[src/rtl/mem_stage_pkg.sv]
// Shared widths, encodings and bus layouts for the MEM pipeline stage.
// The `define block doubles as the legacy defines file for other pipeline stages.
`ifndef MEM_STAGE_DEFINES_DONE
`define MEM_STAGE_DEFINES_DONE
`define MEM_EXT_OP_WIDTH     3
`define MEM_EXT_LB           3'd0
`define MEM_EXT_LBU          3'd1
`define MEM_EXT_LH           3'd2
`define MEM_EXT_LHU          3'd3
`define MEM_EXT_LW           3'd4
`define WB_ALU               3'd0
`define WB_EXT               3'd1
`define WB_PC4               3'd2
`define WB_MEM               3'd3
`define WB_CSR               3'd4
`define EX_TO_MEM_BUS_WIDTH  140
`define MEM_TO_WB_BUS_WIDTH  38
`define MEM_TO_ID_BUS_WIDTH  39
`define LD_ST_IDLE           2'd0
`define LD_ST_WAIT           2'd1
`define LD_ST_HOLD           2'd2
`endif

package mem_stage_pkg;

    localparam int EX_TO_MEM_W = `EX_TO_MEM_BUS_WIDTH;
    localparam int MEM_TO_WB_W = `MEM_TO_WB_BUS_WIDTH;
    localparam int MEM_TO_ID_W = `MEM_TO_ID_BUS_WIDTH;
    localparam int EXT_OP_W    = `MEM_EXT_OP_WIDTH;

    localparam logic [EXT_OP_W-1:0] MEM_EXT_LB  = `MEM_EXT_LB;
    localparam logic [EXT_OP_W-1:0] MEM_EXT_LBU = `MEM_EXT_LBU;
    localparam logic [EXT_OP_W-1:0] MEM_EXT_LH  = `MEM_EXT_LH;
    localparam logic [EXT_OP_W-1:0] MEM_EXT_LHU = `MEM_EXT_LHU;
    localparam logic [EXT_OP_W-1:0] MEM_EXT_LW  = `MEM_EXT_LW;

    localparam logic [2:0] WB_ALU = `WB_ALU;
    localparam logic [2:0] WB_EXT = `WB_EXT;
    localparam logic [2:0] WB_PC4 = `WB_PC4;
    localparam logic [2:0] WB_MEM = `WB_MEM;
    localparam logic [2:0] WB_CSR = `WB_CSR;

    localparam logic [1:0] LD_ST_IDLE = `LD_ST_IDLE;
    localparam logic [1:0] LD_ST_WAIT = `LD_ST_WAIT;
    localparam logic [1:0] LD_ST_HOLD = `LD_ST_HOLD;

    // Field order matches the EX bus, MSB first.
    typedef struct packed {
        logic [EXT_OP_W-1:0] mem_ext_op;
        logic                rf_we;
        logic [2:0]          rf_wsel;
        logic [31:0]         pc4;
        logic [31:0]         ext;
        logic [4:0]          wb_reg;
        logic [31:0]         alu_c;
        logic [31:0]         csr_rdata;
    } ex_to_mem_t;

    typedef struct packed {
        logic        rf_we;
        logic [4:0]  wb_reg;
        logic [31:0] rf_wdata;
    } mem_to_wb_t;

    function automatic logic is_misaligned(input logic [EXT_OP_W-1:0] op,
                                           input logic [1:0] addr);
        logic mis;
        mis = 1'b0;
        if ((op == MEM_EXT_LH) || (op == MEM_EXT_LHU)) begin
            mis = addr[0];
        end else if (op == MEM_EXT_LW) begin
            mis = (addr != 2'b00);
        end
        return mis;
    endfunction

endpackage

[src/rtl/mem_stage_load_ext.sv]
// load_ext: picks the byte/half lane of a loaded word and sign/zero extends it.
// Purely combinational.
module load_ext
    import mem_stage_pkg::*;
(
    input  logic [31:0]         word_i,
    input  logic [1:0]          addr_i,
    input  logic [EXT_OP_W-1:0] op_i,
    output logic [31:0]         result_o
);

    logic [7:0]  byte_sel;
    logic [15:0] half_sel;

    always_comb begin
        byte_sel = word_i[7:0];
        case (addr_i)
            2'd0:    byte_sel = word_i[7:0];
            2'd1:    byte_sel = word_i[15:8];
            2'd2:    byte_sel = word_i[23:16];
            default: byte_sel = word_i[31:24];
        endcase
        half_sel = addr_i[1] ? word_i[31:16] : word_i[15:0];
    end

    always_comb begin
        result_o = word_i;
        case (op_i)
            MEM_EXT_LB:  result_o = {{24{byte_sel[7]}}, byte_sel};
            MEM_EXT_LBU: result_o = {24'd0, byte_sel};
            MEM_EXT_LH:  result_o = {{16{half_sel[15]}}, half_sel};
            MEM_EXT_LHU: result_o = {16'd0, half_sel};
            default:     result_o = word_i;
        endcase
    end

endmodule

[src/rtl/mem_stage.sv]
// MEM pipeline stage: holds one instruction, waits for load data, forms write-back.
// Optional misaligned-load exception: define MEM_MISALIGN_EXC_EN.
module mem_stage
    import mem_stage_pkg::*;
(
    input  logic                   clk,
    input  logic                   rst,
    input  logic [EX_TO_MEM_W-1:0] ex_to_mem_bus,
    input  logic                   ex_to_mem_valid,
    input  logic                   wb_allow_in,
    output logic                   mem_allow_in,
    output logic                   mem_to_wb_valid,
    output logic [MEM_TO_WB_W-1:0] mem_to_wb_bus,
    output logic [MEM_TO_ID_W-1:0] mem_to_id_bus,
    input  logic [31:0]            dram_rdata,
    input  logic                   dram_rvalid,
`ifdef MEM_MISALIGN_EXC_EN
    output logic                   mem_excp,
    output logic [31:0]            mem_excp_badaddr,
`endif
    output logic [1:0]             dbg_ld_state_o
);

    // Handshake: an instruction moves MEM->WB on an edge where mem_to_wb_valid
    // and wb_allow_in are both high; EX->MEM moves when ex_to_mem_valid and
    // mem_allow_in are both high. Payload is held stable while stalled.

    ex_to_mem_t  mem_regs_q;
    logic        mem_valid_q;
    logic [1:0]  state_q, state_d;
    logic [31:0] rdata_buf_q, rdata_buf_d;

    logic        is_ld;
    logic        ld_active;
    logic        mem_ready_go;
    logic [31:0] ld_word;
    logic [31:0] ld_result;
    logic [31:0] rf_wdata;
    logic        rf_we_out;
    mem_to_wb_t  wb_pkt;

    always_ff @(posedge clk) begin
        if (mem_allow_in && ex_to_mem_valid) begin
            mem_regs_q <= ex_to_mem_t'(ex_to_mem_bus);
        end
    end

    always_ff @(posedge clk) begin
        if (rst) begin
            mem_valid_q <= 1'b0;
        end else if (mem_allow_in) begin
            mem_valid_q <= ex_to_mem_valid;
        end
    end

    assign is_ld     = (mem_regs_q.rf_wsel == WB_MEM);
    assign ld_active = mem_valid_q && is_ld;

    // IDLE also serves the first cycle of a freshly captured (or back-to-back) load.
    always_comb begin
        state_d     = state_q;
        rdata_buf_d = rdata_buf_q;
        case (state_q)
            LD_ST_IDLE, LD_ST_WAIT: begin
                if (!ld_active) begin
                    state_d = LD_ST_IDLE;
                end else if (!dram_rvalid) begin
                    state_d = LD_ST_WAIT;
                end else if (wb_allow_in) begin
                    state_d = LD_ST_IDLE;
                end else begin
                    state_d     = LD_ST_HOLD;
                    rdata_buf_d = dram_rdata;
                end
            end
            LD_ST_HOLD: begin
                if (wb_allow_in) begin
                    state_d = LD_ST_IDLE;
                end
            end
            default: state_d = LD_ST_IDLE;
        endcase
    end

    always_ff @(posedge clk) begin
        if (rst) begin
            state_q     <= LD_ST_IDLE;
            rdata_buf_q <= 32'd0;
        end else begin
            state_q     <= state_d;
            rdata_buf_q <= rdata_buf_d;
        end
    end

    assign mem_ready_go    = !is_ld || dram_rvalid || (state_q == LD_ST_HOLD);
    assign mem_allow_in    = !mem_valid_q || (mem_ready_go && wb_allow_in);
    assign mem_to_wb_valid = mem_valid_q && mem_ready_go;

    assign ld_word = (state_q == LD_ST_HOLD) ? rdata_buf_q : dram_rdata;

    load_ext u_load_ext (
        .word_i   (ld_word),
        .addr_i   (mem_regs_q.alu_c[1:0]),
        .op_i     (mem_regs_q.mem_ext_op),
        .result_o (ld_result)
    );

    always_comb begin
        rf_wdata = 32'd0;
        case (mem_regs_q.rf_wsel)
            WB_ALU:  rf_wdata = mem_regs_q.alu_c;
            WB_EXT:  rf_wdata = mem_regs_q.ext;
            WB_PC4:  rf_wdata = mem_regs_q.pc4;
            WB_MEM:  rf_wdata = ld_result;
            WB_CSR:  rf_wdata = mem_regs_q.csr_rdata;
            default: rf_wdata = 32'd0;
        endcase
    end

`ifdef MEM_MISALIGN_EXC_EN
    logic misaligned;
    assign misaligned       = is_ld && is_misaligned(mem_regs_q.mem_ext_op,
                                                     mem_regs_q.alu_c[1:0]);
    assign rf_we_out        = mem_regs_q.rf_we && !misaligned;
    assign mem_excp         = mem_to_wb_valid && misaligned;
    assign mem_excp_badaddr = mem_regs_q.alu_c;
`else
    assign rf_we_out = mem_regs_q.rf_we;
`endif

    assign wb_pkt.rf_we    = rf_we_out;
    assign wb_pkt.wb_reg   = mem_regs_q.wb_reg;
    assign wb_pkt.rf_wdata = rf_wdata;

    assign mem_to_wb_bus  = wb_pkt;
    // ID must stall on an unfinished load, so the bypass valid includes ready_go.
    assign mem_to_id_bus  = {mem_valid_q && mem_ready_go, wb_pkt};
    assign dbg_ld_state_o = state_q;

endmodule

[config.mk]
export PLATFORM = sky130hd
export DESIGN_NAME = mem_stage
export DESIGN_NICKNAME = d
export VERILOG_FILES = /design/src/rtl/mem_stage_pkg.sv /design/src/rtl/mem_stage_load_ext.sv /design/src/rtl/mem_stage.sv
export SDC_FILE = /design/constraint.sdc
export NUM_CORES = 1
export LEC_CHECK = 0
export ABC_CLOCK_PERIOD_IN_PS = 32700
export CAP_MARGIN = 20
export CORE_ASPECT_RATIO = 0.5
export CORE_MARGIN = 5
export CORE_UTILIZATION = 50
export CTS_CLUSTER_SIZE = 10
export DETAILED_ROUTE_END_ITERATION = 8
export GPL_ROUTABILITY_DRIVEN = 1
export PLACE_DENSITY = 0.86
export SYNTH_ARGS = -nofsm -noshare
export SYNTH_HDL_FRONTEND = slang
export SYNTH_SLANG_ARGS = --single-unit
[constraint.sdc]
create_clock -name clk -period 32.7 [get_ports clk]
set_input_delay 9.81 -clock clk [delete_from_list [all_inputs] [get_ports clk]]
set_output_delay 9.81 -clock clk [all_outputs]
set_load 0.005 [all_outputs]
==> run metrics <==
combinational share of power around 14%; setup_tns 0 ns; antenna violations before repair 0; IO Pins 258; FFs w/ async S/R, synth 0%; EDFF count, synth 140; # nets final roughly 1100; Final setup violation count 0; gr ovfl total 0; Skew-Pair Late Insertion Delay 0.42 ns; post-cts gate resize count 0; vias 6227; skew final roughly 0.015 ns; CTS tree built; Crit Path Max Fanout 3; Synth area leader edfxtp_1; hold path depth 2; Core Area between 15000 and 20000 µm²; CP max stage cell o311ai_0; Yosys cell types 43; postcts setup bufs 0; switch share roughly 25%; Final GP Congestion 0.923; FP Rows 32; sequential area share after synthesis about three fifths; H-tree depth 4; hold slack about 0.46 ns; Worst-Margin Slew between 0.9 and 1 ns; Post-CTS Hold Fix Bufs 0; Iter 0 DRT Violations roughly 750; Synth area leaders edfxtp_1 (53%), dfxtp_1 (8.8%), a21oi_1 (6.3%); layout cell share with drive strength beyond 1 just under 7%; CP delay by family, top buffers and inverters; Starting Density about half; syn nets 858; CP Depth 6; status finished clean; Wirelength per Cell roughly 22 µm; type of origin of the critical path input pin; synthesized cell area 7990 µm²; vias in the first global route about 6200; pin count of the biggest net entering global routing between 70 and 80; Worst IR Drop VDD between 0.00003 and 0.00004 V; port bufs around 260; total of fill cells in the finished design about 1000; Antenna Cells 0; CTS clk-pin slew, worst paths about 0.060 ns; # Max-Cap Violations 0; die height 99.4 µm; Clock power frac just under 40%; YS warnings 0; Pint ~410 µW; Die Area ~19000 µm²; synthesis-to-finish area growth 37.2%; Post-DP Area 10300 µm²; max-slew violations 0; Crit. End Element primary output; Place WS 10.60 ns; Syn Inst Count ~700; critical path data arrival time about 12 ns; die width 189 µm; Hold Crit Class flip-flop to flip-flop; Antenna Nets Post-Route 0; clock sinks 175; total CTS buffers 17; Final period util 67.9%; DRT Wirelength 23800 µm; crit path cell chain clkdlybuf4s50_1, mux2i_1, mux2i_1, o311ai_0, o211ai_1, clkdlybuf4s50_1; drt first pass iters 8; first-pass GRT wire length 35200 µm; Clk Tree Root Cell clkbuf_16; ys flop type edfxtp_1; worst r2r path cells 7; pwr/cell area about 50 nW/µm²; Avg Cell Area, Syn 11.7 µm²; CTS Buffer Depth 2; Worst Slack Setup Final 10.50 ns; area share of the largest cell type after synthesis ~53%; Buf/Inv on CP 2; Max Freq ~45 MHz; fin crit period approximately 22 ns; Max stage delay on crit path 0.74 ns; Tot GR Track Use 24.5%; critical path class input pin to primary output; final hold violations 0; RSZ-0062 raised after global routing false; Worst Path Required 22.89 ns; Yosys reg bits around 180; DP Wirelength between 15000 and 20000 µm; DRC viols 0; Static Leakage approximately 4 nW; switching power approximately 140 µW; Reg power frac between 40% and 50%; Via density between 5 and 6; Slew headroom 34.2%; design area around 11000 µm²
==> worst paths after layout <==
| path | slack (ns) | from | endpoint |
|---|---|---|---|
| max | 10.50 | dram_rdata[28] | mem_to_wb_bus[4] |
| min reg2reg | 0.46 | rdata_buf_q[21] | rdata_buf_q[21] |
| min | 0.46 | rdata_buf_q[21] | rdata_buf_q[21] |
| max reg2reg | 29.75 | mem_regs_q[134] | rdata_buf_q[27] |
==> placed cells by master (no fill, tap or decap), types with 2 or more instances in the layout <==
master,n
clkdlybuf4s50_1,257
edfxtp_1,140
nand2_1,121
a21oi_1,100
mux2i_1,48
nor2_1,37
dfxtp_1,35
o211ai_1,25
clkbuf_16,17
buf_4,11
a32oi_1,10
a22oi_1,8
mux4_2,8
nand3_1,7
o22ai_1,6
o311ai_0,5
inv_6,5
inv_8,5
nor2b_1,4
inv_1,3
clkinv_8,3
and2_1,2
nand2b_1,2
nor3_1,2
o21ai_0,2
a31o_2,2
o311ai_1,2
==> tightest hold or removal path: cells and delay by family (launching register included) <==
family,cells,cell delay [ns]
flops,1,0.31
simple gates,1,0.05
compound gates,1,0.05
==> power groups by stage <==
stage	registers (mW)	logic, mW	clock network, mW
after detailed placement	0.263	0.0772	0
final	0.258	0.0780	0.210
after global routing	0.259	0.0825	0.221
after floorplan	0.263	0.0348	0
after global placement	0.262	0.0757	0
after CTS	0.258	0.0778	0.212
==> area by class of cell <==
class	count	area (µm²)	area share, %
timing repair buffer	269	2680	24.5
inverter	3	11.3	0.103
clock inverter	15	188	1.71
sequential	175	4900	44.7
clock buffer	17	425	3.88
multi-input combinational	410	2500	22.8
tap	204	255	2.33
==> cells in the mapped netlist (7+ instances only) <==
library cell and count:
buf_2 14, nand3_1 7, clkbuf_1 22, mux2i_1 48, a22oi_1 8, nor2_1 37
a21oi_1 101, a32oi_1 10, buf_4 49, edfxtp_1 140, mux4_2 8, nand2_1 121
o211ai_1 25, dfxtp_1 35
==> registers in the layout, indices dropped and copies added (netlist names) <==
name and cells:
rf_we_out 1, mem_regs_q 134, rdata_buf_q 32, mem_to_id_bus 5, mem_valid_q 1, dbg_ld_state_o 2
==> kinds of logic after synthesis <==
kind of cell / Yosys count / share of synthesized area (%)
compound gates: 166 / 12.6
buf+inv: 96 / 7.50
flops: 175 / 61.4
mux: 56 / 8.27
simple gates: 188 / 10.2
==> stage by stage <==
stage	util, %	power [mW]	cells
5_1_grt	70.6	0.562	1093
4_1_cts	70.4	0.547	1092
3_3_place_gp	66.5	0.338	1060
2_1_floorplan	-	0.298	681
3_5_place_dp	66.5	0.340	1060
6_report	70.6	0.546	1093
==> layer usage <==
layer / global-route usage [%] / vias to the layer above / wire length [µm]
li1: - / 2849 / -
met1: 30.1 / 3005 / 8940
met2: 43.2 / 323 / 12200
met3: 6.28 / 50 / 2030
met4: 7.44 / 0 / 584
met5: 0 / - / 0
No activity file was read; power rests on OpenSTA's default activity.
